`src/rtl/mul_result_collector.sv`:
```
// Receiving end of the fixed-latency multiplier cascade. Hands out launch
// credits, buffers every result in a FWFT FIFO and returns a credit per pop.
module mul_result_collector #(
   parameter int WIDTH = 32,
   parameter int DEPTH = 8,
   parameter int CNT_W = $clog2(DEPTH + 1)
) (
   input  logic             clk,
   input  logic             rst,
   input  logic             launch_valid,
   output logic             launch_ready,
   input  logic             res_valid,
   input  logic [WIDTH-1:0] res_data,
   output logic             out_valid,
   output logic [WIDTH-1:0] out_data,
   input  logic             out_ready,
   output logic [CNT_W-1:0] credits,
   output logic [CNT_W-1:0] count,
   output logic             overflow
);

   localparam int              AW       = $clog2(DEPTH);
   localparam logic [CNT_W-1:0] FULL_CNT = CNT_W'(DEPTH);
   localparam logic [CNT_W-1:0] CNT_ONE  = CNT_W'(1);
   localparam logic [AW:0]      PTR_ONE  = (AW + 1)'(1);

   logic [WIDTH-1:0] mem [DEPTH];
   logic [AW:0]      wr_ptr;
   logic [AW:0]      rd_ptr;
   logic [CNT_W-1:0] credit_q;
   logic [CNT_W-1:0] credit_d;
   logic             full;
   logic             launch_fire;
   logic             pop;
   logic             push_ok;

   // The extra pointer MSB separates full (same index, MSBs differ) from empty.
   assign count        = CNT_W'(wr_ptr - rd_ptr);
   assign full         = (count == FULL_CNT);
   assign out_valid    = (count != '0);
   assign out_data     = out_valid ? mem[rd_ptr[AW-1:0]] : '0;
   assign credits      = credit_q;
   assign launch_ready = rst & (credit_q != '0);

   assign launch_fire  = launch_valid & launch_ready;
   assign pop          = out_valid & out_ready;
   // A same-cycle pop frees the head slot, so a push into a full FIFO still lands.
   assign push_ok      = res_valid & (~full | pop);

   always_comb begin
      // NOTE: default first, so every path assigns credit_d and no latch is inferred.
      credit_d = credit_q;
      if (launch_fire && !pop) begin
         credit_d = credit_q - CNT_ONE;
      end else if (pop && !launch_fire && credit_q != FULL_CNT) begin
         credit_d = credit_q + CNT_ONE;
      end
   end

   // NOTE: sequential state uses non-blocking assignments so all registers update together.
   always_ff @(posedge clk or negedge rst) begin
      if (!rst) begin
         credit_q <= FULL_CNT;
         wr_ptr   <= '0;
         rd_ptr   <= '0;
         overflow <= 1'b0;
      end else begin
         credit_q <= credit_d;
         if (push_ok) begin
            wr_ptr <= wr_ptr + PTR_ONE;
         end
         if (pop) begin
            rd_ptr <= rd_ptr + PTR_ONE;
         end
         if (res_valid && full && !pop) begin
            overflow <= 1'b1;
         end
      end
   end

   // NOTE: the storage array has no reset; empty pointers already mask its contents.
   always_ff @(posedge clk) begin
      if (push_ok) begin
         mem[wr_ptr[AW-1:0]] <= res_data;
      end
   end

endmodule

```
`config.mk`:
```
export PLATFORM = sky130hd
export DESIGN_NAME = mul_result_collector
export DESIGN_NICKNAME = d
export VERILOG_FILES = /design/src/rtl/mul_result_collector.sv
export SDC_FILE = /design/constraint.sdc
export NUM_CORES = 1
export LEC_CHECK = 0
export CORE_MARGIN = 8
export CORE_UTILIZATION = 65
export CTS_CLUSTER_DIAMETER = 80
export CTS_CLUSTER_SIZE = 30
export DETAILED_ROUTE_END_ITERATION = 12
export DONT_BUFFER_PORTS = 1
export PLACE_DENSITY_LB_ADDON = 0.2
export SETUP_SLACK_MARGIN = 0.1
export SLEW_MARGIN = 10
export SYNTH_ARGS = -nofsm -noshare
export SYNTH_HDL_FRONTEND = slang
export SYNTH_SLANG_ARGS = --single-unit
```
`constraint.sdc`:
```
create_clock -name clk -period 15.3 [get_ports clk]
set_input_delay 2.295 -clock clk [delete_from_list [all_inputs] [get_ports clk]]
set_output_delay 2.295 -clock clk [all_outputs]
set_load 0.01 [all_outputs]
```
* Yosys cells after proc, flatten, opt, wreduce, memory -nomap -nowiden
Memory sizes are Yosys's and may differ from the RTL's.
Cells that the tools add are included.
** Storage, ports and cells
- Register bits after elaboration :: 13
- Memory bits (writable) :: 256
- Input port bits :: 37
- Output and inout port bits :: 43
- Word-level logic and storage cells :: 33
- Memories :: 1
** Operators by class
- $add $sub $neg :: 5
- Equal/unequal tests :: 2
- Mux-type cells :: 5
- Bitwise gates (word level) :: 6
- Reduce and logical (&&, ||, !) cells :: 10
** Memories
- mem :: depth 8, width 32, rd ports 1, clocked after Yosys merged registers in 0, wr ports 1, RTL line 27 : logic [WIDTH-1:0] mem [DEPTH];
** Operator list (count)
- 32-bit two-way mux :: 1
- 4-bit by 1-bit adder with 4-bit output, second input constant :: 3
- 4-bit two-way mux :: 2
- 4-bit nonzero test :: 2
- 1-bit logical AND :: 5
- 1-bit bitwise AND :: 4
- 4-bit == test, second input constant :: 1
- 4-bit != test, second input constant :: 1
- 4-bit by 1-bit subtractor with 4-bit output, second input constant :: 1
- 4-bit subtractor :: 1
- 1-bit logical NOT :: 2
- 1-bit two-way mux :: 2
- 2-bit nonzero test :: 1
- 1-bit NOT :: 1
- 1-bit OR :: 1

* Longest topological paths before layout
Gate-level depths: netlist (run 1).
- Depth in word-level cells :: 8
- Depth in mapped cells :: 15
- Depth with buffers taken out :: 15

* Worst setup path before layout (run 1)
No wires, ideal clock.
- Kind :: input -> register
- Start point :: input port out_ready
- End point :: memory mem[4][0], enable pin
- Library setup time :: 0.513 ns
- Arrival :: 5.899 ns
- Required time :: 14.787 ns
- Path slack :: 8.887 ns
- Stages :: 3
- Path buffers :: 0
- Path through :: nor2_1 a21o_1 nor4b_1
** Between the ends
- Word-level cells in the longest chain between the ends :: 5
** Ends and longest elaborated chain
- from (decl) :: RTL line 16 : input logic out_ready,
- 1-bit bitwise AND :: RTL line 46 : assign pop = out_valid & out_ready;
- 1-bit OR :: RTL line 48 : assign push_ok = res_valid & (~full | pop);
- 1-bit bitwise AND :: RTL line 48
- 1-bit two-way mux :: RTL line 83 : if (push_ok) begin
- 1-bit two-way mux (implied by the code) :: RTL line 84 : mem[wr_ptr[AW-1:0]] <= res_data;
- to (decl) :: RTL line 27
No other way between the ends.

* Final worst setup path (run 1)
- Start point :: register rd_ptr[0]
- End point :: output port out_data[18]
** Between the ends
- Word-level cells in the longest chain between the ends :: 3
- Elaborated cells on any way between the ends :: 4
** Ends and longest elaborated chain
- from (decl) :: RTL line 29 : logic [AW:0] rd_ptr;
- from (signal assigned) :: RTL line 73 : rd_ptr <= rd_ptr + PTR_ONE;
- 4-bit subtractor :: RTL line 38 : assign count = CNT_W'(wr_ptr - rd_ptr);
- net count[2] :: RTL line 18 : output logic [CNT_W-1:0] count,
- 4-bit nonzero test :: RTL line 40 : assign out_valid = (count != '0);
- 32-bit two-way mux :: RTL line 41 : assign out_data = out_valid ? mem[rd_ptr[AW-1:0]] : '0;
- to (decl) :: RTL line 15 : output logic [WIDTH-1:0] out_data,
The timed path passes the listed nets, and every way through them passes these cells.

==> results.toml, run 1 <==
[outcome]
outcome = "finished clean"

[floorplanning]
io_pins = 80
rows = 46
initial_core_util_pct = 66.52
dieArea_um2 = 20660
die_x_um = 143.7
die_h_um = 143.7
core_um2 = 15940

[placed_design]
place_congestion = 0.7873
dp.cells = 744
hpwl_um = 11010
portBuffers = 0

[detailed_routing]
detail_route.wl_per_cell_um = 25.51
vias = 4899
drc_errors = 0
ant_nets = 0
drtIter0Drc = 428
drt_wl_total_um = 19440
vias_per_cell = 6.429
first_pass_iters = 5

[global_routing]
antenna_found_initial = 0
grtUsageTotal_pct = 19.18
grt_pass1_wl_um = 29550
overflow = 0
first_global_vias = 5026
grt_max_degree = 68

[timing]
fin_tns_setup_ps = 0
hold_viol_final = 0
slew_violations = 0
slew_headroom_pct = 36.07
fin_skew_ps = 19.82
layout_min_cycle_time_ps = 5953
rsz0062_at_grt = "false"
setup_viol = 0
tightest_slew_ps = 959.0
final.period_utilization_pct = 38.91
max_freq_mhz = 168.0

[setup_path]
slowest_delay_ps = 860
crit_fanout = 34
cp-end-kind = "primary output"
cp_slowest_cell = "dfrtp_4"
critical_path_depth = 7
reg2reg_slack_ps = 10970
r2r_cells = 14
crit_end = "out_data[18]"
crit_arrival_ps = 3660
required_ps = 13010
rr_endpoint = "credits[3]"
cp_top_family = "simple AND/OR/NAND/NOR gates"
crit_type = "reg2out"
critPathBufInv = 1
worstPathCellList = "ha_1, inv_1, fa_1, xor2_1, or3_4, nor2_4, a21oi_1"
startpoint = "rd_ptr[0]"
critical_path.startpoint_type = "flip-flop"
r2r-start = "rd_ptr[0]"

[clock_tree]
clockBufferDepth = 3
root_buffer = "clkbuf_16"
clk_latency_ps = 470
cts_hold_buf = 0
clkTransAtPathRegs_ps = 100
cts_setup_buffers = 0
cts_tree = "yes"
cts_buffers = 13
clock-sinks = 269
cts_repair_resize_count = 0
cts_htree_levels = 1

[power_and_ir_drop]
p_sw_share_pct = 34.80
ir_worst_vdd_v = 0.0001583
power.switching_uw = 750.1
intPower_mw = 1.405
p_per_area_nw_per_um2 = 191.0
power_frac_clock_pct = 17.2
p_comb_share_pct = 35.7
leakage_nw = 3.625
sequentialPowerShare_pct = 47.1

[logic_synthesis]
ys_types = 39
ys.flop_type = "edfxtp_1"
synthesis.nets = 587
ys_ff_latch = 269
synth_cells = 541
async_flop_share_pct = 4.833
ys_seq_area_share_pct = 75.57
syn_area_per_cell_um2 = 19.60
synth_edf_count = 256
mappedNetlistArea_um2 = 10610
ys_warn_count = 0

[cells_and_area]
syn2layout_area_growth_pct = 6.418
fin_nets = 589
antenna_cells = 0
stdcell_count = 762
drive_above_1_share_pct = 20.15
nFillCells = 959

[job]
drv_cap = 0

[worst_hold_path]
hp-class = "reg2reg"
[through the flow]
step           power [mW]  cell area, µm²  setup slack (ps)  utilization [%]  hold slack (ps)
2_1_floorplan       1.619           10610              8887                -            497.7
3_3_place_gp        1.787           10910              9844            68.42            518.2
3_5_place_dp        1.818           10910              9757            68.42            522.9
4_1_cts             2.185           11290              9254            70.79            543.3
5_1_grt             2.275           11290              9019            70.79            572.5
6_report            2.155           11290              9347            70.79            543.6
[per-layer routing]
metal | GRT usage (%) | wire, µm | up-vias
met4 | 3.376 | 260 | 0
met2 | 33.43 | 10050 | 150
li1 | - | - | 2143
met1 | 24.92 | 7803 | 2588
met3 | 3.849 | 1326 | 18
met5 | 0 | 0 | -
[cell usage after synthesis, types with 5 or more instances]
cell type / count / area, µm²
a21oi_1: 36 / 180.2
buf_2: 10 / 50.05
clkbuf_1: 13 / 48.80
dfrtp_1: 12 / 300.3
edfxtp_1: 256 / 7687
ha_1: 7 / 87.58
inv_1: 11 / 41.29
mux4_2: 64 / 1441
nand2_1: 70 / 262.8
nor2_1: 5 / 18.77
nor3_1: 6 / 30.03
xnor2_1: 8 / 70.07
[worst min-delay path by stage]
stage	startpoint	endpoint	slack (ps)	cells after the start
floorplan	rd_ptr[3]	rd_ptr[3]	500	1
global placement	rd_ptr[3]	rd_ptr[3]	520	1
detailed placement	rd_ptr[3]	rd_ptr[3]	520	1
CTS	rd_ptr[3]	rd_ptr[3]	540	1
global route	rd_ptr[3]	rd_ptr[3]	570	1
finish	rd_ptr[3]	rd_ptr[3]	540	1
[cells by family (layout without fill, tap and decap cells)]
group	count (synthesis)	count (layout)	share of synthesized area, %
simple gates	98	98	4.059
fa+ha+maj	9	9	1.203
compound gates	48	48	2.749
xor+xnor	12	12	0.9910
buf+inv	37	42	1.428
flops	269	269	75.57
mux	68	68	14.00
[sequential cells by signal (all words and copies together), names as in the netlist]
register and flops:
credits 4, mem 256, overflow 1, rd_ptr 4, wr_ptr 4
[area by class of cell]
type | count | area, µm² | share of cell area (%)
clock inverter | 2 | 41.29 | 0.3659
inverter | 12 | 45.04 | 0.3991
sequential | 269 | 8019 | 71.05
clock buffer | 16 | 336.6 | 2.982
multi-input combinational | 235 | 2484 | 22.01
timing repair buffer | 12 | 90.09 | 0.7982
tap | 216 | 270.3 | 2.395
[power by group through the flow]
stage	sequential (mW)	combinational (mW)	clock, mW
after floorplan	0.996	0.623	0
after detailed placement	1.03	0.783	0
after global routing	1.03	0.843	0.401
after CTS	1.02	0.786	0.380
after global placement	1.03	0.761	0
final	1.02	0.769	0.371
[cell usage in the layout (no fill, tap or decap), types with 2 or more instances in the layout]
| cell | Yosys | routed |
|---|---|---|
| a21o_1 | 4 | 4 |
| a21oi_1 | 36 | 36 |
| and3b_1 | 2 | 2 |
| buf_4 | 0 | 12 |
| clkbuf_1 | 13 | 3 |
| clkbuf_16 | 0 | 13 |
| dfrtp_1 | 12 | 10 |
| edfxtp_1 | 256 | 256 |
| fa_1 | 2 | 2 |
| ha_1 | 7 | 7 |
| inv_1 | 11 | 11 |
| mux2_2 | 3 | 3 |
| mux4_2 | 64 | 64 |
| nand2_1 | 70 | 70 |
| nand3_1 | 2 | 2 |
| nor2_1 | 5 | 5 |
| nor3_1 | 6 | 3 |
| nor3_2 | 0 | 3 |
| nor4_2 | 0 | 2 |
| o21ai_0 | 2 | 2 |
| o2bb2ai_1 | 2 | 2 |
| or3_1 | 2 | 2 |
| xnor2_1 | 8 | 8 |
| xor2_1 | 4 | 4 |
Power figures use the tool's default switching activity.
==> run 2, diff against run 1 <==
--- a/config.mk
+++ b/config.mk
@@ -6,7 +6,7 @@
 export NUM_CORES = 1
 export LEC_CHECK = 0
 export CORE_MARGIN = 8
-export CORE_UTILIZATION = 65
+export CORE_UTILIZATION = 63
 export CTS_CLUSTER_DIAMETER = 80
 export CTS_CLUSTER_SIZE = 30
 export DETAILED_ROUTE_END_ITERATION = 12
==> constraint.sdc (replaced) <==
create_clock -name clk -period 5.6 [get_ports clk]
set_input_delay 0.84 -clock clk [delete_from_list [all_inputs] [get_ports clk]]
set_output_delay 0.84 -clock clk [all_outputs]
set_load 0.01 [all_outputs]
==> run 2 against run 1 <==
Clock skew decreased by 2.8 ps; final area increased by 1.2%; combinational power increased to 2.9 times the previous value; non-clock buffer count increased by 9.
==> results.toml, run 2 (synthesis gave the netlist of run 1 again) <==
[timing]
rsz0062_at_grt = "false"
final.period_utilization_pct = 81.95
setup_viol = 0
slew_violations = 0
hold_viol_final = 0
layout_min_cycle_time_ps = 4589
fin_tns_setup_ps = 0
slew_headroom_pct = 27.09
max_freq_mhz = 217.9
fin_skew_ps = 17.03
tightest_slew_ps = 1089

[detailed_routing]
drc_errors = 0
first_pass_iters = 5
vias = 4995
drtIter0Drc = 458
ant_nets = 0
vias_per_cell = 6.445
drt_wl_total_um = 20000
detail_route.wl_per_cell_um = 25.81

[outcome]
outcome = "finished clean"

[cells_and_area]
final_cell_mix = "edfxtp_1, nand2_1, mux4_2"
largest_reg_flops = 256
nFillCells = 1031
antenna_cells = 0
multi_input_area_um2 = 2492
syn2layout_area_growth_pct = 7.669
final_common_cell = "edfxtp_1"
seqCellArea_um2 = 8019
drive_above_1_share_pct = 21.80
fin_nets = 598
finish.instance_area_um2 = 11420

[setup_path]
cp_top_family = "simple AND/OR/NAND/NOR gates"
crit_fanout = 33
required_ps = 4760
critPathBufInv = 2
slowest_delay_ps = 810
cp-end-kind = "primary output"
cp_slowest_cell = "dfrtp_4"
crit_type = "reg2out"
critical_path.startpoint_type = "flip-flop"
crit_arrival_ps = 3750
worstPathCellList = "ha_1, inv_1, fa_1, xor2_1, or3_4, nor2_4, a21oi_1, buf_4"

[clock_tree]
root_buffer = "clkbuf_16"
cts_buffers = 13
clk_latency_ps = 470
clockBufferDepth = 3
clock-sinks = 269
clkTransAtPathRegs_ps = 110
cts_htree_levels = 1
cts_repair_resize_count = 0
cts_tree = "yes"
cts_setup_buffers = 0
cts_hold_buf = 0

[global_routing]
overflow = 0
grt_pass1_wl_um = 30860
antenna_found_initial = 0
grtUsageTotal_pct = 18.80
grt_max_degree = 68
first_global_vias = 5143

[floorplanning]
dieArea_um2 = 21240
rows = 47
die_x_um = 145.7
initial_core_util_pct = 64.18
core_um2 = 16520
die_h_um = 145.7
io_pins = 80

[placed_design]
portBuffers = 0
hpwl_um = 11830
place_congestion = 0.8005
dpl_cell_area_um2 = 11030

[worst_hold_path]
hp-class = "in2async"

[power_and_ir_drop]
p_per_area_nw_per_um2 = 528.9
ir_worst_vdd_v = 0.0005738
leakage_nw = 3.684

[job]
drv_cap = 0
-- run 2: worst paths after layout --
path                         startpoint          end  slack (ps)  depth (start not counted)
setup / recovery              rd_ptr[0]  out_data[0]        1010                          8
hold / removal                      rst    rd_ptr[2]          50                          0
setup reg to reg              rd_ptr[0]    mem[2][6]        1360                          9
hold reg to reg               wr_ptr[3]    wr_ptr[3]         550                          1
max in group asynchronous           rst   credits[3]        5380                          0
min in group clk           res_data[29]   mem[0][29]         460                          0
-- run 2: routing by layer --
layer / GRT usage (%) / part of all wire (%)
met4: 4.269 / 1.1
met3: 3.918 / 8.5
met5: 0 / 0
met1: 25.28 / 40
met2: 31.26 / 50
-- run 2: per-stage QoR --
| step | setup slack [ps] | std cells | hold WS, ps | utilization (%) | power, mW |
|---|---|---|---|---|---|
| finish | 1011 | 775 | 49.48 | 69.10 | 6.039 |
| CTS | 949.4 | 775 | 35.97 | 69.10 | 6.118 |
| global placement | 1505 | 757 | 518.3 | 66.73 | 5.008 |
| floorplan | -329.6 | 541 | 497.7 | - | 4.424 |
| detailed placement | 1377 | 757 | 528.6 | 66.73 | 5.080 |
| global route | 784.4 | 775 | 19.90 | 69.10 | 6.336 |
-- run 2: layout make-up --
cell class | count | area share [%]
Clock inverter | 5 | 0.5808
Clock buffer | 13 | 2.849
Multi-Input combinational cell | 235 | 21.83
Sequential cell | 269 | 70.23
Inverter | 12 | 0.3945
Timing Repair Buffer | 21 | 1.709
Tap cell | 220 | 2.411
-- run 2: report_power, final --
part           internal (mW)  total (mW)  switching (mW)
logic                  0.899        2.22            1.32
clock network          0.481        1.05           0.571
registers               2.57        2.77           0.205
total                   3.95        6.04            2.09
